File: src/rtl/prog_ctl_pkg.sv
// Shared types and width helpers for the program launcher.
package prog_ctl_pkg;

  typedef enum logic [1:0] {
    IDLE,
    HOLD,
    RUN
  } state_e;

  // Program ids run 1..nbtn, with 0 meaning "no program".
  function automatic int prog_id_w(input int nbtn);
    return $clog2(nbtn) + 1;
  endfunction

  // Counter width for a counter that runs 0..n-1, never narrower than 1.
  function automatic int cnt_w(input int n);
    return (n > 1) ? $clog2(n) : 1;
  endfunction

endpackage

File: src/rtl/debounce_ch.sv
// One button channel: 2-flop synchroniser, debounce counter and rise detector.
module debounce_ch
  import prog_ctl_pkg::*;
#(
  parameter int DB_CYCLES = 4
) (
  input  logic clk,
  input  logic rst,
  input  logic btn_raw,
  output logic rise
);

  localparam int CW = cnt_w(DB_CYCLES);
  localparam logic [CW-1:0] CNT_LAST = CW'(DB_CYCLES - 1);

  logic          s1_q, s1_d;
  logic          s2_q, s2_d;
  logic          db_q, db_d;
  logic          db_prev_q, db_prev_d;
  logic [CW-1:0] cnt_q, cnt_d;

  always_comb begin
    s1_d      = btn_raw;
    s2_d      = s1_q;
    db_d      = db_q;
    db_prev_d = db_q;
    cnt_d     = '0;
    // Counter only advances while the synchronised level disagrees.
    if (s2_q != db_q) begin
      if (cnt_q == CNT_LAST) begin
        db_d = s2_q;
      end else begin
        cnt_d = cnt_q + CW'(1);
      end
    end
  end

  always_ff @(posedge clk or posedge rst) begin
    if (rst) begin
      s1_q      <= 1'b0;
      s2_q      <= 1'b0;
      db_q      <= 1'b0;
      db_prev_q <= 1'b0;
      cnt_q     <= '0;
    end else begin
      s1_q      <= s1_d;
      s2_q      <= s2_d;
      db_q      <= db_d;
      db_prev_q <= db_prev_d;
      cnt_q     <= cnt_d;
    end
  end

  assign rise = db_q & ~db_prev_q;

endmodule

File: src/rtl/prog_launch_ctl.sv
// Debounced push-button program launcher driving the regfile program selector.
module prog_launch_ctl
  import prog_ctl_pkg::*;
#(
  parameter int NBTN        = 4,
  parameter int DB_CYCLES   = 4,
  parameter int HOLD_CYCLES = 3,
  parameter int SEL_W       = 32
) (
  input  logic                       clock,
  input  logic                       reset,
  input  logic [NBTN-1:0]            btn,
  input  logic                       done,
  output logic [SEL_W-1:0]           program_selector,
  output logic                       launch,
  output logic                       busy,
  output logic [prog_id_w(NBTN)-1:0] active_prog,
  output logic                       dropped
);

  localparam int ID_W = prog_id_w(NBTN);
  localparam int HCW  = cnt_w(HOLD_CYCLES);
  localparam logic [HCW-1:0] HOLD_LAST = HCW'(HOLD_CYCLES - 1);

  logic [NBTN-1:0] rise;
  logic            any_rise;
  logic [ID_W-1:0] pick_id;

  for (genvar g = 0; g < NBTN; g++) begin : g_ch
    debounce_ch #(
      .DB_CYCLES(DB_CYCLES)
    ) u_db (
      .clk    (clock),
      .rst    (reset),
      .btn_raw(btn[g]),
      .rise   (rise[g])
    );
  end

  assign any_rise = |rise;

  always_comb begin
    logic found;
    found   = 1'b0;
    pick_id = '0;
    for (int unsigned i = 0; i < NBTN; i++) begin
      if (rise[i] && !found) begin
        found   = 1'b1;
        pick_id = ID_W'(i + 1);
      end
    end
  end

  state_e          state_q, state_d;
  logic [HCW-1:0]  hold_q, hold_d;
  logic [ID_W-1:0] sel_q, sel_d;
  logic [ID_W-1:0] act_q, act_d;
  logic            launch_q, launch_d;
  logic            busy_q, busy_d;
  logic            drop_q, drop_d;

  always_comb begin
    state_d  = state_q;
    hold_d   = hold_q;
    sel_d    = sel_q;
    act_d    = act_q;
    launch_d = 1'b0;
    busy_d   = busy_q;
    drop_d   = drop_q;
    case (state_q)
      IDLE: begin
        // Lower-index rises win; the losers are discarded without flagging.
        if (any_rise) begin
          state_d  = HOLD;
          hold_d   = '0;
          sel_d    = pick_id;
          act_d    = pick_id;
          launch_d = 1'b1;
          busy_d   = 1'b1;
          drop_d   = 1'b0;
        end
      end
      HOLD: begin
        if (any_rise) drop_d = 1'b1;
        if (hold_q == HOLD_LAST) begin
          state_d = RUN;
          sel_d   = '0;
        end else begin
          hold_d = hold_q + HCW'(1);
        end
      end
      RUN: begin
        if (any_rise) drop_d = 1'b1;
        if (done) begin
          state_d = IDLE;
          busy_d  = 1'b0;
        end
      end
      default: begin
        state_d = IDLE;
        sel_d   = '0;
        busy_d  = 1'b0;
      end
    endcase
  end

  always_ff @(posedge clock or posedge reset) begin
    if (reset) begin
      state_q  <= IDLE;
      hold_q   <= '0;
      sel_q    <= '0;
      act_q    <= '0;
      launch_q <= 1'b0;
      busy_q   <= 1'b0;
      drop_q   <= 1'b0;
    end else begin
      state_q  <= state_d;
      hold_q   <= hold_d;
      sel_q    <= sel_d;
      act_q    <= act_d;
      launch_q <= launch_d;
      busy_q   <= busy_d;
      drop_q   <= drop_d;
    end
  end

  assign program_selector = SEL_W'(sel_q);
  assign launch           = launch_q;
  assign busy             = busy_q;
  assign active_prog      = act_q;
  assign dropped          = drop_q;

endmodule

File: config.mk
export PLATFORM = sky130hd
export DESIGN_NAME = prog_launch_ctl
export DESIGN_NICKNAME = d
export VERILOG_FILES = /design/src/rtl/prog_ctl_pkg.sv /design/src/rtl/debounce_ch.sv /design/src/rtl/prog_launch_ctl.sv
export SDC_FILE = /design/constraint.sdc
export NUM_CORES = 1
export LEC_CHECK = 0
export ABC_AREA = 1
export BUFFER_PORTS_ARGS = -buffer_cell sky130_fd_sc_hd__buf_2
export CAP_MARGIN = 25
export CORE_MARGIN = 5
export CORE_UTILIZATION = 47
export CTS_CLUSTER_SIZE = 14
export DETAILED_ROUTE_END_ITERATION = 7
export GPL_TIMING_DRIVEN = 0
export PLACE_DENSITY = 0.77
export SLEW_MARGIN = 20
export SYNTH_ARGS = -nofsm -noshare
export SYNTH_HDL_FRONTEND = slang
export SYNTH_SLANG_ARGS = --single-unit
File: constraint.sdc
create_clock -name clock -period 1.5 [get_ports clock]
set_clock_uncertainty 0.2 [all_clocks]
set_input_delay 0.075 -clock clock [delete_from_list [all_inputs] [get_ports clock]]
set_output_delay 0.075 -clock clock [all_outputs]
set_load 0.05 [all_outputs]
## Word-level counts from Yosys, hierarchy flattened

Cells that the tools add are included.

| word-level totals | value |
|---|---|
| output and inout port bits | 38 |
| register bits | 37 |
| bits of input ports | 7 |
| word-level logic and storage cells | 111 |

| operators by class | value |
|---|---|
| mux-type cells | 32 |
| bitwise logic cells | 10 |
| reduce and logical (&&, ||, !) cells | 21 |
| equal/unequal tests | 16 |
| add/sub/neg operators | 5 |

Operators by type and width:

| cell | number |
|---|---|
| 2-bit 2-to-1 mux | 14 |
| 3-bit AND reduction | 5 |
| 2-bit equality test, second input constant | 6 |
| 3-bit 2-to-1 mux | 4 |
| 2-bit by 1-bit adder with 2-bit output, second input constant | 5 |
| 2-bit AND reduction | 5 |
| 1-bit 2-to-1 mux | 9 |
| 3-bit one-hot mux with 3 select lines | 1 |
| 2-bit != test, second input constant | 4 |
| 1-bit NOT | 6 |
| 2-bit one-hot mux with 3 select lines | 1 |
| 1-bit AND | 4 |
| 1-bit != test | 4 |
| 2-bit one-hot mux with 2 select lines | 1 |
| 2-bit nonzero test | 2 |
| 4-bit OR reduction | 1 |
| 1-bit logical AND | 3 |
| 1-bit zero test | 3 |
| 1-bit one-hot mux with 3 select lines | 1 |
| 2-bit by 1-bit equality test with 1-bit output, second input constant | 1 |
| 2-bit zero test | 1 |
| 2-bit by 1-bit != test with 1-bit output, second input constant | 1 |
| 1-bit one-hot mux with 2 select lines | 1 |
| 2-bit OR reduction | 1 |

## Logic depth before layout (Yosys ltp)

| depth | value |
|---|---|
| depth in word-level cells | 14 |
| depth in mapped cells | 9 |

## Cells and area by module

Synthesis repeated with hierarchy kept, for this count alone.

| unflattened totals | value |
|---|---|
| cells, all modules | 186 |
| area total of the unflattened synthesis | 1739.2 um2 |

By module, submodules not included:

| module | area each (um2) | instances | cells each |
|---|---|---|---|
| prog_launch_ctl | 878.3 | 1 | 106 |
| debounce_ch | 215.2 | 4 | 20 |

## Worst setup path after synthesis

No wires, ideal clock.

| path | value |
|---|---|
| path kind | reg-to-reg |
| from | register state_q[1] |
| to | register hold_q[1] |
| clock period less this slack | 1.473 ns |
| required time | 1.183 ns |
| path slack | 0.027 ns |
| setup time | 0.117 ns |
| arrival time | 1.156 ns |
| buffers on the path | 0 |
| cell stages (with the launch flop) | 10 |
| path through | dfrtp_1 > inv_1 > ha_1 > inv_1 > nor2_2 > inv_1 > o21ai_0 > nand2_1 > nand2_1 > o21ai_2 |

| between the ends | value |
|---|---|
| cells in the longest elaborated chain, start to end | 3 |

Ends and longest elaborated chain:

| element | line | source |
|---|---|---|
| from (decl) | prog_launch_ctl.sv:54 | `state_e state_q, state_d;` |
| from (signal assigned) | prog_launch_ctl.sv:117 | `state_q <= state_d;` |
| 2-bit by 1-bit equality test with 1-bit output / 2-bit zero test (equally long branches) | prog_launch_ctl.sv:70 | `case (state_q)` |
| 2-bit != test (no line) / 2-bit nonzero test (equally long branches) | n/a |  |
| 3-bit AND reduction (no line) | n/a |  |
| to (signal assigned) | prog_launch_ctl.sv:118 | `hold_q <= hold_d;` |
| to (decl) | prog_launch_ctl.sv:55 | `logic [HCW-1:0] hold_q, hold_d;` |

Parallel ways exist; a longest one is shown, timed or not.
A chain may end at the register's enable or synchronous reset.

## Worst setup path in the final report

Same ends and word-level chain as after synthesis.

==> flow_summary.toml <==
[synthesis]
postSynthCellCount = 160
synth_area_per_cell_sq_um = 10.8
postSynth.topFlopCell = "sky130_fd_sc_hd__dfrtp_1"
number_of_flip_flops_and_latches_in_the_synthesized_netlist = 37
yosysSeqAreaShare_pct = 53.5
synth-edff-count = 0
async_flop_share_pct = 100
synth_cell_type_count = 22
synthesis.area_sq_um = 1730
yosys.area.top_type_share_pct = 53.5
synthDominantAreaCellType = "sky130_fd_sc_hd__dfrtp_1"
yosysWarnings = 0
dominant_cells_by_area_after_synthesis = "sky130_fd_sc_hd__dfrtp_1 53%, sky130_fd_sc_hd__buf_4 13%, sky130_fd_sc_hd__ha_1 6.5%, sky130_fd_sc_hd__nand2_1 4.1%, sky130_fd_sc_hd__inv_1 3.3%"
synthTopCellsByCount = "37 x sky130_fd_sc_hd__dfrtp_1, 29 x sky130_fd_sc_hd__buf_4, 19 x sky130_fd_sc_hd__nand2_1"
post-synth-top-count-cell = "sky130_fd_sc_hd__dfrtp_1"

[run]
max_cap_viol_count = 0

[clock_tree]
clkTransAtPathRegs_ns = 0.07
cts-htree-levels = 2
worst_skew_pair.late_latency_ns = 0.28
cts_tree = "built"
cts.sinks = 37
clock_path_buffers = 2
cts_inserted_buffers = 5
root_buffer = "sky130_fd_sc_hd__clkbuf_8"

[placement]
dp_slack_ns = -0.149
placed_cells = 251
io_buffers = 15
place.gp.congestion = 0.817
detailed_place_hpwl_um = 1900

[worst_hold_path]
hold_start = "g_ch[3].u_db.s1_q"
hold_end = "g_ch[3].u_db.s2_q"
min_path_cells = 0
hp-class = "reg2reg"

[die]
die_area_sq_um = 5000
std_cell_rows = 22
die_width_um = 70.7
die_h_um = 70.7
core-area_sq_um = 3610
floorplan.initialDensity_pct = 48.0
design.portCount = 45

[drt]
wl_met1_um = 1070
detail_route.vias_per_cell = 4.05
postRouteWirelength_um = 2670
wl_met3_um = 186
routedWlPerCell_um = 9.93
dr_total_vias = 1090
dr.first_iter.drc_count = 58
route.met2.wl_um = 1340
topRoutingLayerUsed = "met4"
drt_drc_violations_left = 0
drt-pass1-iter-count = 2
route.antenna.remaining_nets = 0

[worst_setup_path]
timing.critical_path.from_type = "register"
worstReg2RegStart = "state_q[1]"
crit_fanout = 3
critical_path.most_common_cell = "sky130_fd_sc_hd__inv_2"
cp_cell_sequence = "inv_2 > ha_4 > inv_2 > nor2_4 > inv_2 > o21ai_1 > nand2_1 > nand2_1 > o21ai_2"
crit_required_ns = 1.48
criticalPathCategory = "reg2reg"
timing.reg2reg.worst_path_depth = 9
timing.critical_path.arrival_ns = 1.46
worst_path_max_delay_cell = "sky130_fd_sc_hd__dfrtp_1"
end_of_the_worst_register_to_register_path = "hold_q[1]"
worst_path_dominant_cell_family = "flip-flops"
critPathMaxStageDelay_ns = 0.40
r2r_slack_ns = 0.02
bufs_and_invs_on_worst_path = 3
crit_path_end_kind = "register"

[sta]
hold_viol_final = 0
slew-limit-headroom_pct = 51.3
fin_crit_sh_pct = 98.9
finalSetupViolations = 0
final_max_slew_viol_count = 0
achievable-frequency_mhz = 674
grt_setup_unrepaired = "true"
worstMarginPinSlew_ns = 0.730
postLayoutSetupSlackWorst_ns = 0.0160
final_critical_path_time_including_i_o_delays_and_setup_ns = 1.48

[global_routing]
antenna_found_initial = 0
grt_overflow = 0
gr-usage-all-layers_pct = 12.5
grt_first_pass_wirelength_um = 4910
grt_start_max_net_pins = 38
grt_pass1_vias = 1125

[power_and_ir_drop]
power.density_cell_area_nw_per_um2 = 2190
max-vdd-ir-drop_mv = 0.847
power.leakage_uw = 0.00120

[final_layout]
p_r_area_growth_vs_syn_pct = 27.9
antenna-diode-count = 0
nets = 236
drive_above_1_share_pct = 37.1
finish.cell_count_without_fillers = 269

[outcome]
run_status = "finished, final reports clean"
==> kinds of logic (layout without fill, tap and decap cells) <==
kind of cell,count (synthesis),in the layout,synth area share (%)
AND/OR/NAND/NOR,47,47,15.2
buffers and inverters,45,78,16.0
flip-flops,37,37,53.5
AO/OA/AOI/OAI,13,13,3.97
adder cells (fa/ha/maj),9,9,6.50
XOR/XNOR,4,4,2.02
multiplexers,4,4,2.60
other,1,29,0.217
==> cell type report <==
cell class                 count  area [sq um]
fill                         304          1390
timing repair buffer          25           165
inverter                      16          60.1
buffer                        29           218
tap                           48          60.1
clock inverter                 1          30.0
clock buffer                   7          86.3
sequential                    37           926
multi-input combinational    106           669
==> worst max path at each step <==
stage,slack (ns),startpoint,depth (start not counted),endpoint
after detailed placement,-0.15,state_q[1],9,hold_q[1]
after global routing,-0.08,state_q[1],9,hold_q[0]
after floorplan,0.03,state_q[1],9,hold_q[1]
after global placement,-0.1,state_q[1],9,hold_q[1]
final,0.02,state_q[1],9,hold_q[1]
after CTS,0.009,state_q[1],9,hold_q[1]
==> timing repair <==
item,CTS,global route
endpoints found under the setup margin,8,8
hold buffers,6,0
endpoints found under the hold margin,42,0
pin swaps,0,4
buffers inserted,3,1
resized for setup,7,5
==> power by group <==
group | switching, uW | internal (uW) | total (uW)
sequential | 220 | 1370 | 1590
combinational | 1550 | 847 | 2400
clock | 327 | 541 | 868
total | 2100 | 2760 | 4860
==> sequential cells by signal (all words and copies together) (netlist names) <==
register / flops
state_q: 2
g_ch.u_db.s2_q: 4
g_ch.u_db.s1_q: 4
hold_q: 2
g_ch.u_db.db_prev_q: 4
g_ch.u_db.db_prev_d: 4
active_prog: 3
launch: 1
dropped: 1
busy: 1
sel_q: 3
g_ch.u_db.cnt_q: 8
==> per-stage QoR <==
| stage | utilization [%] | instance area [sq um] | total power [uW] | setup TNS, ns | hold WS, ns |
|---|---|---|---|---|---|
| 4_1_cts | 61.0 | 2200 | 4840 | 0 | 0.151 |
| 2_1_floorplan | - | 1840 | 3400 | 0 | -0.0936 |
| 3_3_place_gp | 54.7 | 1970 | 3700 | -2.42 | -0.0167 |
| 5_1_grt | 61.4 | 2210 | 5270 | -0.257 | 0.168 |
| 3_5_place_dp | 54.7 | 1970 | 3800 | -0.394 | -0.0157 |
| 6_report | 61.4 | 2210 | 4860 | 0 | 0.150 |
==> worst reg2reg max path, delay by kind of cell (launching register included) <==
family                   cells  cell delay (ns)
AO/OA/AOI/OAI                2             0.12
adder cells (fa/ha/maj)      1             0.15
buffers and inverters        3             0.22
flip-flops                   1             0.40
AND/OR/NAND/NOR              3             0.28
==> cells in the final DEF, fill, tap and decap left out <==
master                          synthesis  final
sky130_fd_sc_hd__a21oi_2                0      1
sky130_fd_sc_hd__buf_2                  0     15
sky130_fd_sc_hd__buf_4                 29     33
sky130_fd_sc_hd__bufinv_16              0      1
sky130_fd_sc_hd__clkbuf_1               0      1
sky130_fd_sc_hd__clkbuf_8               0      6
sky130_fd_sc_hd__conb_1                 1     29
sky130_fd_sc_hd__dfrtp_1               37     37
sky130_fd_sc_hd__dlygate4sd3_1          0      6
sky130_fd_sc_hd__ha_1                   9      6
sky130_fd_sc_hd__ha_2                   0      1
sky130_fd_sc_hd__ha_4                   0      2
sky130_fd_sc_hd__inv_1                 15     10
sky130_fd_sc_hd__inv_2                  1      6
sky130_fd_sc_hd__mux2_2                 4      4
sky130_fd_sc_hd__nand2_1               19     19
sky130_fd_sc_hd__nand2_2                4      4
sky130_fd_sc_hd__nand2_4                5      5
sky130_fd_sc_hd__nand3_1                3      3
sky130_fd_sc_hd__nand3_2                1      1
sky130_fd_sc_hd__nand4_1                2      2
sky130_fd_sc_hd__nor2_1                 7      7
sky130_fd_sc_hd__nor2_4                 0      1
sky130_fd_sc_hd__nor2_8                 1      1
sky130_fd_sc_hd__nor3_1                 4      4
sky130_fd_sc_hd__o21ai_0                6      5
sky130_fd_sc_hd__o21ai_1                5      6
sky130_fd_sc_hd__o21ai_2                1      1
sky130_fd_sc_hd__xnor2_1                4      4
==> metal layers <==
layer	vias up	track usage, %
met5	-	0
met4	0	7.31
met3	5	4.12
met2	30	20.0
met1	493	14.6
li1	562	-
No activity file was read; power rests on OpenSTA's default activity.
